File: src/rtl/fir_mac_sequencer.sv
// Control stage for the MAC16 FIR datapath: delay line, tap sequencing, accumulator capture and narrowing.
// Build option FIR_SAT_EN: saturate the narrowed output instead of two's-complement wrap.
module fir_mac_sequencer #(
  parameter int NTAPS   = 8,
  parameter int DW      = 16,
  parameter int ACCW    = 32,
  parameter int MAC_LAT = 3,
  parameter int SHIFT   = 15,
  localparam int AW     = $clog2(NTAPS),
  localparam int CW     = $clog2(MAC_LAT + 2)
) (
  input  logic            clk,
  input  logic            rst,
  input  logic            in_valid,
  output logic            in_ready,
  input  logic [DW-1:0]   in_data,
  input  logic            coef_we,
  input  logic [AW-1:0]   coef_addr,
  input  logic [DW-1:0]   coef_data,
  output logic [DW-1:0]   mac_a,
  output logic [DW-1:0]   mac_b,
  output logic            mac_load,
  input  logic [ACCW-1:0] mac_o,
  output logic            out_valid,
  input  logic            out_ready,
  output logic [DW-1:0]   out_data
);

  // state | meaning
  // IDLE  | waiting for a sample, coefficient writes allowed
  // RUN   | issuing one (sample, coef) pair per cycle, k = 0..NTAPS-1
  // DRAIN | waiting for the MAC pipeline to deliver the last product
  // OUT   | holding out_data until the consumer takes it
  typedef enum logic [1:0] {IDLE, RUN, DRAIN, OUT} state_t;

  state_t state, state_nxt;

  logic [DW-1:0] dline [NTAPS];
  logic [DW-1:0] coef  [NTAPS];
  logic [AW-1:0] wptr, newest, k, k_nxt;
  logic [CW-1:0] cnt, cnt_nxt;
  logic [DW-1:0] mac_a_nxt, mac_b_nxt, out_data_nxt, narrowed;
  logic          mac_load_nxt, out_valid_nxt, accept, coef_wr;

  localparam logic signed [ACCW:0] RND =
    (SHIFT > 0) ? ((ACCW+1)'(1) << (SHIFT > 0 ? SHIFT - 1 : 0)) : '0;

  logic signed [ACCW:0] acc_ext, r_sum, r_shr;

  assign acc_ext = {mac_o[ACCW-1], mac_o};
  assign r_sum   = acc_ext + RND;
  assign r_shr   = r_sum >>> SHIFT;

`ifdef FIR_SAT_EN
  localparam logic signed [ACCW:0] MAXV = {{(ACCW-DW+2){1'b0}}, {(DW-1){1'b1}}};
  localparam logic signed [ACCW:0] MINV = {{(ACCW-DW+2){1'b1}}, {(DW-1){1'b0}}};

  always_comb begin
    narrowed = DW'(r_shr);
    if (r_shr > MAXV)      narrowed = DW'(MAXV);
    else if (r_shr < MINV) narrowed = DW'(MINV);
  end
`else
  assign narrowed = DW'(r_shr);
`endif

  assign in_ready = (state == IDLE);

  always_comb begin
    state_nxt     = state;
    k_nxt         = k;
    cnt_nxt       = cnt;
    mac_a_nxt     = '0;
    mac_b_nxt     = '0;
    mac_load_nxt  = 1'b0;
    out_valid_nxt = out_valid;
    out_data_nxt  = out_data;
    accept        = 1'b0;
    coef_wr       = 1'b0;
    case (state)
      IDLE: begin
        coef_wr = coef_we;
        if (in_valid) begin
          accept    = 1'b1;
          k_nxt     = '0;
          state_nxt = RUN;
        end
      end
      RUN: begin
        mac_a_nxt    = dline[newest - k];
        mac_b_nxt    = coef[k];
        mac_load_nxt = (k == '0);
        k_nxt        = k + 1'b1;
        if (k == AW'(NTAPS - 1)) begin
          state_nxt = DRAIN;
          cnt_nxt   = CW'(MAC_LAT);
        end
      end
      DRAIN: begin
        // the last pair leaves RUN one cycle after the state change, hence MAC_LAT+1 cycles here
        if (cnt == '0) begin
          out_data_nxt  = narrowed;
          out_valid_nxt = 1'b1;
          state_nxt     = OUT;
        end else begin
          cnt_nxt = cnt - 1'b1;
        end
      end
      OUT: begin
        if (out_ready) begin
          out_valid_nxt = 1'b0;
          state_nxt     = IDLE;
        end
      end
      default: state_nxt = IDLE;
    endcase
  end

  always_ff @(posedge clk or negedge rst) begin
    if (!rst) begin
      state     <= IDLE;
      wptr      <= '0;
      newest    <= '0;
      k         <= '0;
      cnt       <= '0;
      mac_a     <= '0;
      mac_b     <= '0;
      mac_load  <= 1'b0;
      out_valid <= 1'b0;
      out_data  <= '0;
      for (int i = 0; i < NTAPS; i++) begin
        dline[i] <= '0;
        coef[i]  <= '0;
      end
    end else begin
      state     <= state_nxt;
      k         <= k_nxt;
      cnt       <= cnt_nxt;
      mac_a     <= mac_a_nxt;
      mac_b     <= mac_b_nxt;
      mac_load  <= mac_load_nxt;
      out_valid <= out_valid_nxt;
      out_data  <= out_data_nxt;
      if (coef_wr) coef[coef_addr] <= coef_data;
      if (accept) begin
        dline[wptr] <= in_data;
        newest      <= wptr;
        wptr        <= wptr + 1'b1;
      end
    end
  end

endmodule

File: config.mk
export PLATFORM = sky130hd
export DESIGN_NAME = fir_mac_sequencer
export DESIGN_NICKNAME = d
export VERILOG_FILES = /design/src/rtl/fir_mac_sequencer.sv
export SDC_FILE = /design/constraint.sdc
export NUM_CORES = 1
export LEC_CHECK = 0
export CORE_ASPECT_RATIO = 1.2
export CORE_UTILIZATION = 50
export CTS_CLUSTER_SIZE = 28
export DETAILED_ROUTE_END_ITERATION = 16
export DONT_BUFFER_PORTS = 1
export PLACE_DENSITY_LB_ADDON = 0.25
export SLEW_MARGIN = 15
export SYNTH_ARGS = -nofsm -noshare
export SYNTH_HDL_FRONTEND = slang
export SYNTH_SLANG_ARGS = --single-unit
File: constraint.sdc
create_clock -name clk -period 6.21 [get_ports clk]
set_input_delay 1.242 -clock clk [delete_from_list [all_inputs] [get_ports clk]]
set_output_delay 1.242 -clock clk [all_outputs]
set_load 0.05 [all_outputs]
==> After elaboration in Yosys (flattened, before gate mapping) <==
Cells that the tools add are included.
{ "classes": {"add_sub_neg": 5, "magnitude_cmp": 6, "n_eq_ne": 9, "muxes": 31, "n_bitwise": 4, "n_reduce_logical": 13} }
{ "op_table": {"columns": ["operator", "count"], "rows": [
  ["$bwmux W128", 2],
  ["$mux W16", 8],
  ["$bmux W16 S3", 2],
  ["$demux W16 S3", 2],
  ["$add A31 B16 Y31 const B", 1],
  ["$ge A4 B4 Y1 const B", 4],
  ["$not A3 Y4", 4],
  ["$pmux W3 S2", 2],
  ["$ne A2 B2 Y1 const B", 5],
  ["$mux W3", 3],
  ["$lt A4 B1 Y1 const B", 2],
  ["$mux W2", 4],
  ["$pmux W2 S4", 1],
  ["$add A3 B1 Y3 const B", 2],
  ["$logic_not A3 Y1", 2],
  ["$mux W1", 6],
  ["$reduce_and A3 Y1", 2],
  ["$reduce_bool A2 Y1", 3],
  ["$eq A2 B2 Y1 const B", 2],
  ["$reduce_and A2 Y1", 2],
  ["$reduce_and A4 Y1", 1],
  ["$eq A3 B3 Y1 const B", 1],
  ["$sub A3 B1 Y3 const B", 1],
  ["$sub A3 B3 Y3", 1],
  ["other kinds (4)", 5]
]} }
{ "word_totals": {"ff_bits": 320, "input_bits": 72, "output_inout_bits": 51} }

==> Depth between registers and ports, before layout <==
Gate-level depths: netlist of the first run.
{ "logic_depth": {"word_depth": 6, "depth_mapped": 8} }

==> Worst setup path after synthesis of the first run <==
Ideal clock, no wire load.
{ "synth_timing": {"path_kind": "reg2reg", "from": "register k[1]", "to": "register mac_a[1]", "setup_time_ns": 0.120, "arrival_ns": 2.501, "required_ns": 6.090, "path_slack_ns": 3.589, "path_stages_with_launch": 9, "path_buffers": 3, "period_less_slack_ns": 2.621, "cell_sequence": "dfrtp_1 clkbuf_1 clkbuf_1 inv_1 fa_1 clkbuf_1 mux4_2 mux2i_1 nor2b_1"} }
{ "synth_between": {"elab_chain_cells": 6} }
{ "synth_rtl": {"columns": ["element", "line", "text"], "rows": [
  ["from (decl)", "40", "logic [AW-1:0] wptr, newest, k, k_nxt;"],
  ["from (signal assigned)", "137", "k <= k_nxt;"],
  ["$sub A3 B3 Y3", "90", "mac_a_nxt = dline[newest - k];"],
  ["$not A3 Y4 (not written as such)", "90", null],
  ["$bmux W16 S3", "90", null],
  ["$mux W16 (not written as such) (2 in a row)", "90", null],
  ["$mux W16", "80", "case (state)"],
  ["via mac_a_nxt[1]", "42", "logic [DW-1:0] mac_a_nxt, mac_b_nxt, out_data_nxt, narrowed;"],
  ["to (signal assigned)", "139", "mac_a <= mac_a_nxt;"],
  ["to (decl)", "20", "output logic [DW-1:0] mac_a,"]
]} }
The timed path passes the listed nets, and every way through them passes these cells. The select of a mux whose other input is x is not followed.
A chain may end at the register's enable or synchronous reset.

==> Worst setup path in the final report of the first run <==
{ "layout_timing": {"from": "register state[0]", "to": "output in_ready"} }
{ "layout_between": {"elab_chain_cells": 1} }
{ "layout_rtl": {"columns": ["element", "line", "text"], "rows": [
  ["from (decl)", "36", "state_t state, state_nxt;"],
  ["from (signal assigned)", "136", "state <= state_nxt;"],
  ["$logic_not A2 Y1", "67", "assign in_ready = (state == IDLE);"],
  ["to (decl)", "15", "output logic in_ready,"]
]} }
Every way passes these cells.

==> insert_results.sql, run 1 <==
INSERT INTO impl_metrics (metric_group, metric, value, unit) VALUES
('clock_network', 'postCtsHoldBufs', '0', ''),
('job', 'cap_viol_max_count', '0', ''),
('sta', 'clock-skew-final', '0.0366', 'ns'),
('detailed_routing', 'drt-initial-drc-count', '386', ''),
('placed_design', 'gp_congestion', '0.761', ''),
('critical_path', 'timing.reg2reg.setup_slack', '3.45', 'ns'),
('clock_network', 'cts_buffer_count', '35', ''),
('global_route', 'antenna_found_initial', '0', ''),
('synth', 'synth_warnings', '0', ''),
('sta', 'achievable-frequency', '353', 'MHz'),
('sta', 'final.min_clock_period', '2.83', 'ns'),
('critical_path', 'worst_r2r_path_depth', '7', ''),
('critical_path', 'path_max_fanout', '10', ''),
('clock_network', 'clock-root-buffer', 'sky130_fd_sc_hd__clkbuf_16', ''),
('power', 'total_switching_power', '3.03', 'mW'),
('clock_network', 'cts_resized', '0', ''),
('power', 'p_seq_frac', '0.425', ''),
('die', 'die_area', '29200', 'um^2'),
('hold_path', 'min_delay_path_class', 'in -> async', ''),
('critical_path', 'endpoint_kind', 'output port', ''),
('detailed_routing', 'drc', '0', ''),
('critical_path', 'r2r-start', 'k[1]', ''),
('synth', 'netlist_area', '14300', 'um^2'),
('synth', 'async_reset_ff_frac', '1.00', ''),
('die', 'starting_density_of_the_core', '0.510', ''),
('sta', 'timing_hold_violations_final', '0', ''),
('power', 'netSwitchingFraction', '0.325', ''),
('critical_path', 'timing_worst_setup_path_type', 'reg -> out', ''),
('power', 'power.leakage', '7.03', 'nW'),
('outcome', 'outcome', 'completed', ''),
('critical_path', 'r2r_end', 'mac_a[12]', ''),
('die', 'floorplan.die.width', '156', 'um'),
('power', 'power_density', '587', 'nW/um^2'),
('synth', 'synth_edf_count', '0', ''),
('critical_path', 'crit_path_start', 'state[0]', ''),
('synth', 'gate_count_post_synth', '926', ''),
('clock_network', 'cts_tree', 'yes', ''),
('power', 'internal_power', '6.28', 'mW'),
('synth', 'share_of_the_yosys_chip_area_belonging_to_registers', '0.561', ''),
('power', 'largest_vdd_supply_drop', '395', 'uV'),
('die', 'die_height', '187', 'um'),
('synth', 'synth_cell_type_count', '43', ''),
('power', 'total_power', '9.31', 'mW'),
('detailed_routing', 'routed_wirelength', '28.3', 'mm'),
('synth', 'yosys_most_used_dff', 'sky130_fd_sc_hd__dfrtp_1', ''),
('finish', 'drive_gt1_frac', '0.402', ''),
('placed_design', 'detailed_placer_s_ending_hpwl', '16.2', 'mm'),
('finish', 'n_antenna_cell', '0', ''),
('detailed_routing', 'post_drt_wl_per_cell', '21.1', 'um'),
('clock_network', 'clk_transition_reported_paths', '0.06', 'ns'),
('global_route', 'grt_overflow', '0', ''),
('sta', 'finalSetupViolCount', '0', ''),
('die', 'rows', '67', ''),
('placed_design', 'placement.io_buffers', '0', ''),
('global_route', 'global_route_wire_length_before_repair', '46.2', 'mm'),
('detailed_routing', 'number_of_vias_after_detailed_routing', '7588', ''),
('sta', 'fin_setup_tns', '0', 'ns'),
('detailed_routing', 'route.antenna.remaining_nets', '0', ''),
('synth', 'net_count_of_the_mapped_netlist', '1011', ''),
('clock_network', 'clock-sinks', '320', ''),
('finish', 'design.final.nets', '1020', ''),
('power', 'comb_power_share', '0.341', ''),
('clock_network', 'cts_post_setup_buffers_inserted', '0', ''),
('global_route', 'grt_start_max_net_pins', '321', ''),
('finish', 'layout.cells.most_common', 'sky130_fd_sc_hd__dfrtp_1', ''),
('synth', 'yosys_register_bits', '320', ''),
('sta', 'worst_pin_slew', '1.26', 'ns'),
('critical_path', 'cp.arrival', '1.59', 'ns'),
('critical_path', 'worstPathRequired', '4.97', 'ns'),
('detailed_routing', 'detail_route.first_pass.iterations', '6', ''),
('sta', 'grt_setup_unrepaired', 'no', '');
==> critical path, stage by stage (launching register included) <==
cell and delay [ns]:
sky130_fd_sc_hd__dfrtp_1 0.41, sky130_fd_sc_hd__inv_1 0.09, sky130_fd_sc_hd__ha_1 0.23, sky130_fd_sc_hd__buf_4 0.33
==> registers in the layout (all words and copies together) (netlist names) <==
signal	flops
coef	128
dline	128
mac_a	16
mac_b	16
out_data	16
cnt	3
k	3
newest	3
wptr	3
state	2
mac_load	1
out_valid	1
==> power groups by stage <==
stage                     Sequential, mW  Combinational, mW  Clock, mW
after floorplan                     3.80               2.71          0
after global placement              3.94               3.14          0
after detailed placement            3.98               3.23          0
after CTS                           3.96               3.24       2.25
after global routing                4.07               3.46       2.34
final                               3.95               3.17       2.18
==> Yosys cell counts (9+ instances only) <==
master / instances / area share
sky130_fd_sc_hd__dfrtp_1: 320 / 0.56
sky130_fd_sc_hd__mux2_2: 226 / 0.18
sky130_fd_sc_hd__mux4_2: 64 / 0.10
sky130_fd_sc_hd__mux2i_1: 34 / 0.024
sky130_fd_sc_hd__nor2b_1: 33 / 0.014
sky130_fd_sc_hd__nand2_1: 26 / 0.0068
sky130_fd_sc_hd__mux2_1: 25 / 0.020
sky130_fd_sc_hd__o21ai_0: 22 / 0.0077
sky130_fd_sc_hd__buf_2: 20 / 0.0070
sky130_fd_sc_hd__nor2_1: 18 / 0.0047
sky130_fd_sc_hd__clkbuf_1: 15 / 0.0039
sky130_fd_sc_hd__inv_1: 14 / 0.0037
sky130_fd_sc_hd__xnor2_1: 14 / 0.0086
sky130_fd_sc_hd__ha_1: 12 / 0.011
sky130_fd_sc_hd__nand3_1: 10 / 0.0035
sky130_fd_sc_hd__mux2_4: 9 / 0.0095
==> through the flow <==
step	hold WS (ns)	util	area, um^2	setup WS, ns	instances
after floorplan	0.459	-	14300	3.59	926
after global placement	0.469	0.523	14600	3.35	1277
after detailed placement	0.479	0.523	14600	3.34	1277
after CTS	0.414	0.566	15900	3.33	1339
after global routing	0.399	0.566	15900	3.30	1339
final	0.444	0.566	15900	3.38	1339
==> routing by layer <==
| layer | vias to the layer above | wire length [um] | GRT usage |
|---|---|---|---|
| li1 | 3396 | - | - |
| met1 | 4008 | 12300 | 0.268 |
| met2 | 132 | 14100 | 0.343 |
| met3 | 52 | 1310 | 0.0473 |
| met4 | 0 | 630 | 0.0558 |
| met5 | - | 0 | 0 |
==> cell type report <==
class                   instances  area (um^2)
fillers                      2292        12100
multi-input cells             544         5950
flip-flops and latches        320         8010
clock inverters                14          238
repair buffers                 20          150
well taps                     379          474
clock buffers                  48          986
inverters                      14         52.6
==> logic make-up after synthesis <==
family | Yosys count | share of synthesized area
AO/OA/AOI/OAI | 35 | 0.0145
XOR/XNOR | 18 | 0.0116
adder cells (fa/ha/maj) | 13 | 0.0119
buffers and inverters | 62 | 0.0223
flip-flops | 320 | 0.561
multiplexers | 358 | 0.332
AND/OR/NAND/NOR | 120 | 0.0464
==> worst max path at each step <==
stage                      endpoint  depth (start not counted)
after detailed placement  coef[126]                          3
after global placement    dline[92]                          4
final                      in_ready                          3
after global routing       in_ready                          3
after floorplan            mac_a[1]                          8
after CTS                  in_ready                          3
(Power assumes the default switching activity.)
==> run 2, diff against run 1 <==
==> constraint.sdc (replaced) <==
create_clock -name clk -period 2.4 [get_ports clk]
set_input_delay 0.48 -clock clk [delete_from_list [all_inputs] [get_ports clk]]
set_output_delay 0.48 -clock clk [all_outputs]
set_load 0.05 [all_outputs]
==> run 2 against run 1 <==
Against the previous run: clock skew fell by 0.018 ns; final cell count is 0.60% higher; global-route usage decreased by 0.12 points; non-clock buffer count rose by 10; first-iteration DRC count is 6.2% higher; highest routed layer unchanged; total power grew to 2.5 times the previous value; core utilization rose by 0.21 points; sequential cell count unchanged; combinational power grew to 2.7 times the previous value; the run now ends with hold timing left.
==> insert_results.sql, run 2 (synthesis results as in run 1) <==
INSERT INTO impl_metrics (metric_group, metric, value, unit) VALUES
('outcome', 'outcome', 'finished with violations', ''),
('outcome', 'failing_checks', 'hold timing', ''),
('detailed_routing', 'route.antenna.remaining_nets', '0', ''),
('die', 'starting_density_of_the_core', '0.510', ''),
('detailed_routing', 'number_of_vias_after_detailed_routing', '7617', ''),
('sta', 'finalSetupViolCount', '0', ''),
('placed_design', 'detailed_placer_s_ending_hpwl', '16.1', 'mm'),
('critical_path', 'category_of_the_worst_setup_path_launch_point', 'register', ''),
('finish', 'layout_top_registers', 'coef (128), dline (128)', ''),
('sta', 'worst_pin_slew', '0.726', 'ns'),
('finish', 'mostFrequentLayoutCells', 'sky130_fd_sc_hd__dfrtp_1, sky130_fd_sc_hd__mux2_2, sky130_fd_sc_hd__mux4_2', ''),
('clock_network', 'clock-root-buffer', 'sky130_fd_sc_hd__clkbuf_16', ''),
('hold_path', 'min_delay_path_class', 'in -> async', ''),
('clock_network', 'cts_buffer_count', '34', ''),
('sta', 'achievable-frequency', '445', 'MHz'),
('sta', 'clock-skew-final', '0.0190', 'ns'),
('critical_path', 'cp.arrival', '2.63', 'ns'),
('detailed_routing', 'vias_cell', '5.65', ''),
('clock_network', 'cts_resized', '0', ''),
('power', 'power.share.clock', '0.205', ''),
('finish', 'drive_gt1_frac', '0.405', ''),
('power', 'comb_power_share', '0.362', ''),
('finish', 'layout.cells.most_common', 'sky130_fd_sc_hd__dfrtp_1', ''),
('sta', 'final.min_clock_period', '2.25', 'ns'),
('placed_design', 'placement.io_buffers', '0', ''),
('clock_network', 'cts_max_path_buffers', '3', ''),
('global_route', 'grt_start_max_net_pins', '321', ''),
('critical_path', 'worst_r2r_path_depth', '6', ''),
('finish', 'design.final.nets', '1029', ''),
('detailed_routing', 'drt-initial-drc-count', '410', ''),
('die', 'die_area', '29200', 'um^2'),
('detailed_routing', 'detail_route.first_pass.iterations', '4', ''),
('power', 'p_seq_frac', '0.433', ''),
('global_route', 'antenna_found_initial', '0', ''),
('power', 'largest_vdd_supply_drop', '992', 'uV'),
('critical_path', 'timing.reg2reg.setup_slack', '0.15', 'ns'),
('sta', 'grt_setup_unrepaired', 'no', ''),
('clock_network', 'clock-sinks', '320', ''),
('clock_network', 'worstSkewPairLatency', '0.51', 'ns'),
('finish', 'areaGrowthSynthToFinish', '11.6', '%'),
('die', 'floorplan.die.width', '156', 'um'),
('critical_path', 'timing_worst_setup_path_type', 'reg -> reg', ''),
('sta', 'final.hold.worst_slack', '-0.324', 'ns'),
('finish', 'final_cells', '1347', ''),
('global_route', 'global_route_wire_length_before_repair', '46.3', 'mm'),
('sta', 'finalMaxSlewViolations', '0', ''),
('power', 'power.leakage', '7.01', 'nW'),
('die', 'die_height', '187', 'um'),
('critical_path', 'path_max_fanout', '16', ''),
('clock_network', 'cts_post_setup_buffers_inserted', '0', ''),
('detailed_routing', 'post_drt_wl_per_cell', '20.8', 'um'),
('critical_path', 'crit_path_start', 'state[0]', ''),
('global_route', 'grt_overflow', '0', ''),
('sta', 'fin_setup_tns', '0', 'ns'),
('critical_path', 'worstPathRequired', '2.78', 'ns'),
('sta', 'timing_hold_violations_final', '320', ''),
('power', 'power_density', '1480', 'nW/um^2'),
('power', 'total_switching_power', '7.77', 'mW'),
('critical_path', 'endpoint_kind', 'register', ''),
('clock_network', 'cts-htree-levels', '2', ''),
('critical_path', 'r2r_end', 'dline[125]', ''),
('critical_path', 'setup.worst_path.end', 'dline[125]', ''),
('placed_design', 'gp_congestion', '0.811', ''),
('detailed_routing', 'drc', '0', ''),
('power', 'internal_power', '15.8', 'mW'),
('sta', 'tcrit_tclk_final', '0.937', ''),
('detailed_routing', 'routed_wirelength', '28.0', 'mm'),
('critical_path', 'r2r-start', 'state[0]', ''),
('power', 'netSwitchingFraction', '0.330', ''),
('die', 'rows', '67', ''),
('clock_network', 'clk_transition_reported_paths', '0.06', 'ns'),
('clock_network', 'cts_tree', 'yes', ''),
('finish', 'n_antenna_cell', '0', ''),
('job', 'cap_viol_max_count', '0', ''),
('global_route', 'global_route.usage.total', '0.204', ''),
('die', 'coreArea', '28000', 'um^2'),
('die', 'io_pins', '123', ''),
('placed_design', 'post-place-cells', '1287', ''),
('sta', 'timing.max_slew.rel_slack', '0.516', ''),
('global_route', 'first_global_vias', '8252', '');
-- run 2: cell count changes in the layout (fill, tap and decap cells not counted), sizes merged --
cell | before | now
clkbuf | 48 | 51
buf | 20 | 30
clkinvlp | 1 | 3
bufinv | 6 | 0
clkinv | 6 | 5
-- run 2: metrics by stage --
stage                     setup slack, ns  area (um^2)  utilization  power [mW]
after floorplan                   0.00552        14300            -        16.9
after global placement              0.200        14900        0.532        18.7
after detailed placement            0.142        14900        0.532        19.0
after CTS                           0.108        15900        0.569        23.9
after global routing               0.0297        15900        0.569        25.1
final                               0.151        15900        0.569        23.5
-- run 2: power groups by stage --
| stage | logic (mW) | clock network [mW] | registers (mW) |
|---|---|---|---|
| final | 8.52 | 4.82 | 10.2 |
| after global routing | 9.32 | 5.20 | 10.6 |
| after CTS | 8.72 | 4.98 | 10.2 |
| after detailed placement | 8.70 | 0 | 10.3 |
| after global placement | 8.49 | 0 | 10.2 |
| after floorplan | 7.07 | 0 | 9.84 |
-- run 2: worst max-delay path, cell delays in order, from the launching register on --
cell and delay (ns):
sky130_fd_sc_hd__dfrtp_1 0.41, sky130_fd_sc_hd__inv_1 0.10, sky130_fd_sc_hd__ha_1 0.42, sky130_fd_sc_hd__nand2_4 0.17, sky130_fd_sc_hd__or4_1 0.43, sky130_fd_sc_hd__buf_4 0.24, sky130_fd_sc_hd__mux2_1 0.34
-- run 2: worst min-delay path by stage --
| stage | from | end | slack [ns] | cells past startpoint |
|---|---|---|---|---|
| after floorplan | rst | cnt[0] | 0.18 | 0 |
| after global placement | rst | out_data[7] | 0.20 | 0 |
| after detailed placement | rst | out_data[9] | 0.20 | 0 |
| after CTS | rst | k[2] | -0.33 | 0 |
| after global routing | rst | out_data[13] | -0.34 | 0 |
| final | rst | out_data[13] | -0.32 | 0 |
-- run 2: cell type report --
type | count | area (um^2)
Multi-Input combinational cell | 544 | 5970
Clock inverter | 9 | 56.3
Fill cell | 2262 | 12100
Tap cell | 379 | 474
Timing Repair Buffer | 30 | 400
Clock buffer | 51 | 956
Sequential cell | 320 | 8010
Inverter | 14 | 52.6
-- run 2: layer usage --
layer	GRT usage	share of wire
met3	0.0403	0.045
met4	0.0622	0.025
met1	0.271	0.43
met5	0	0
met2	0.338	0.50
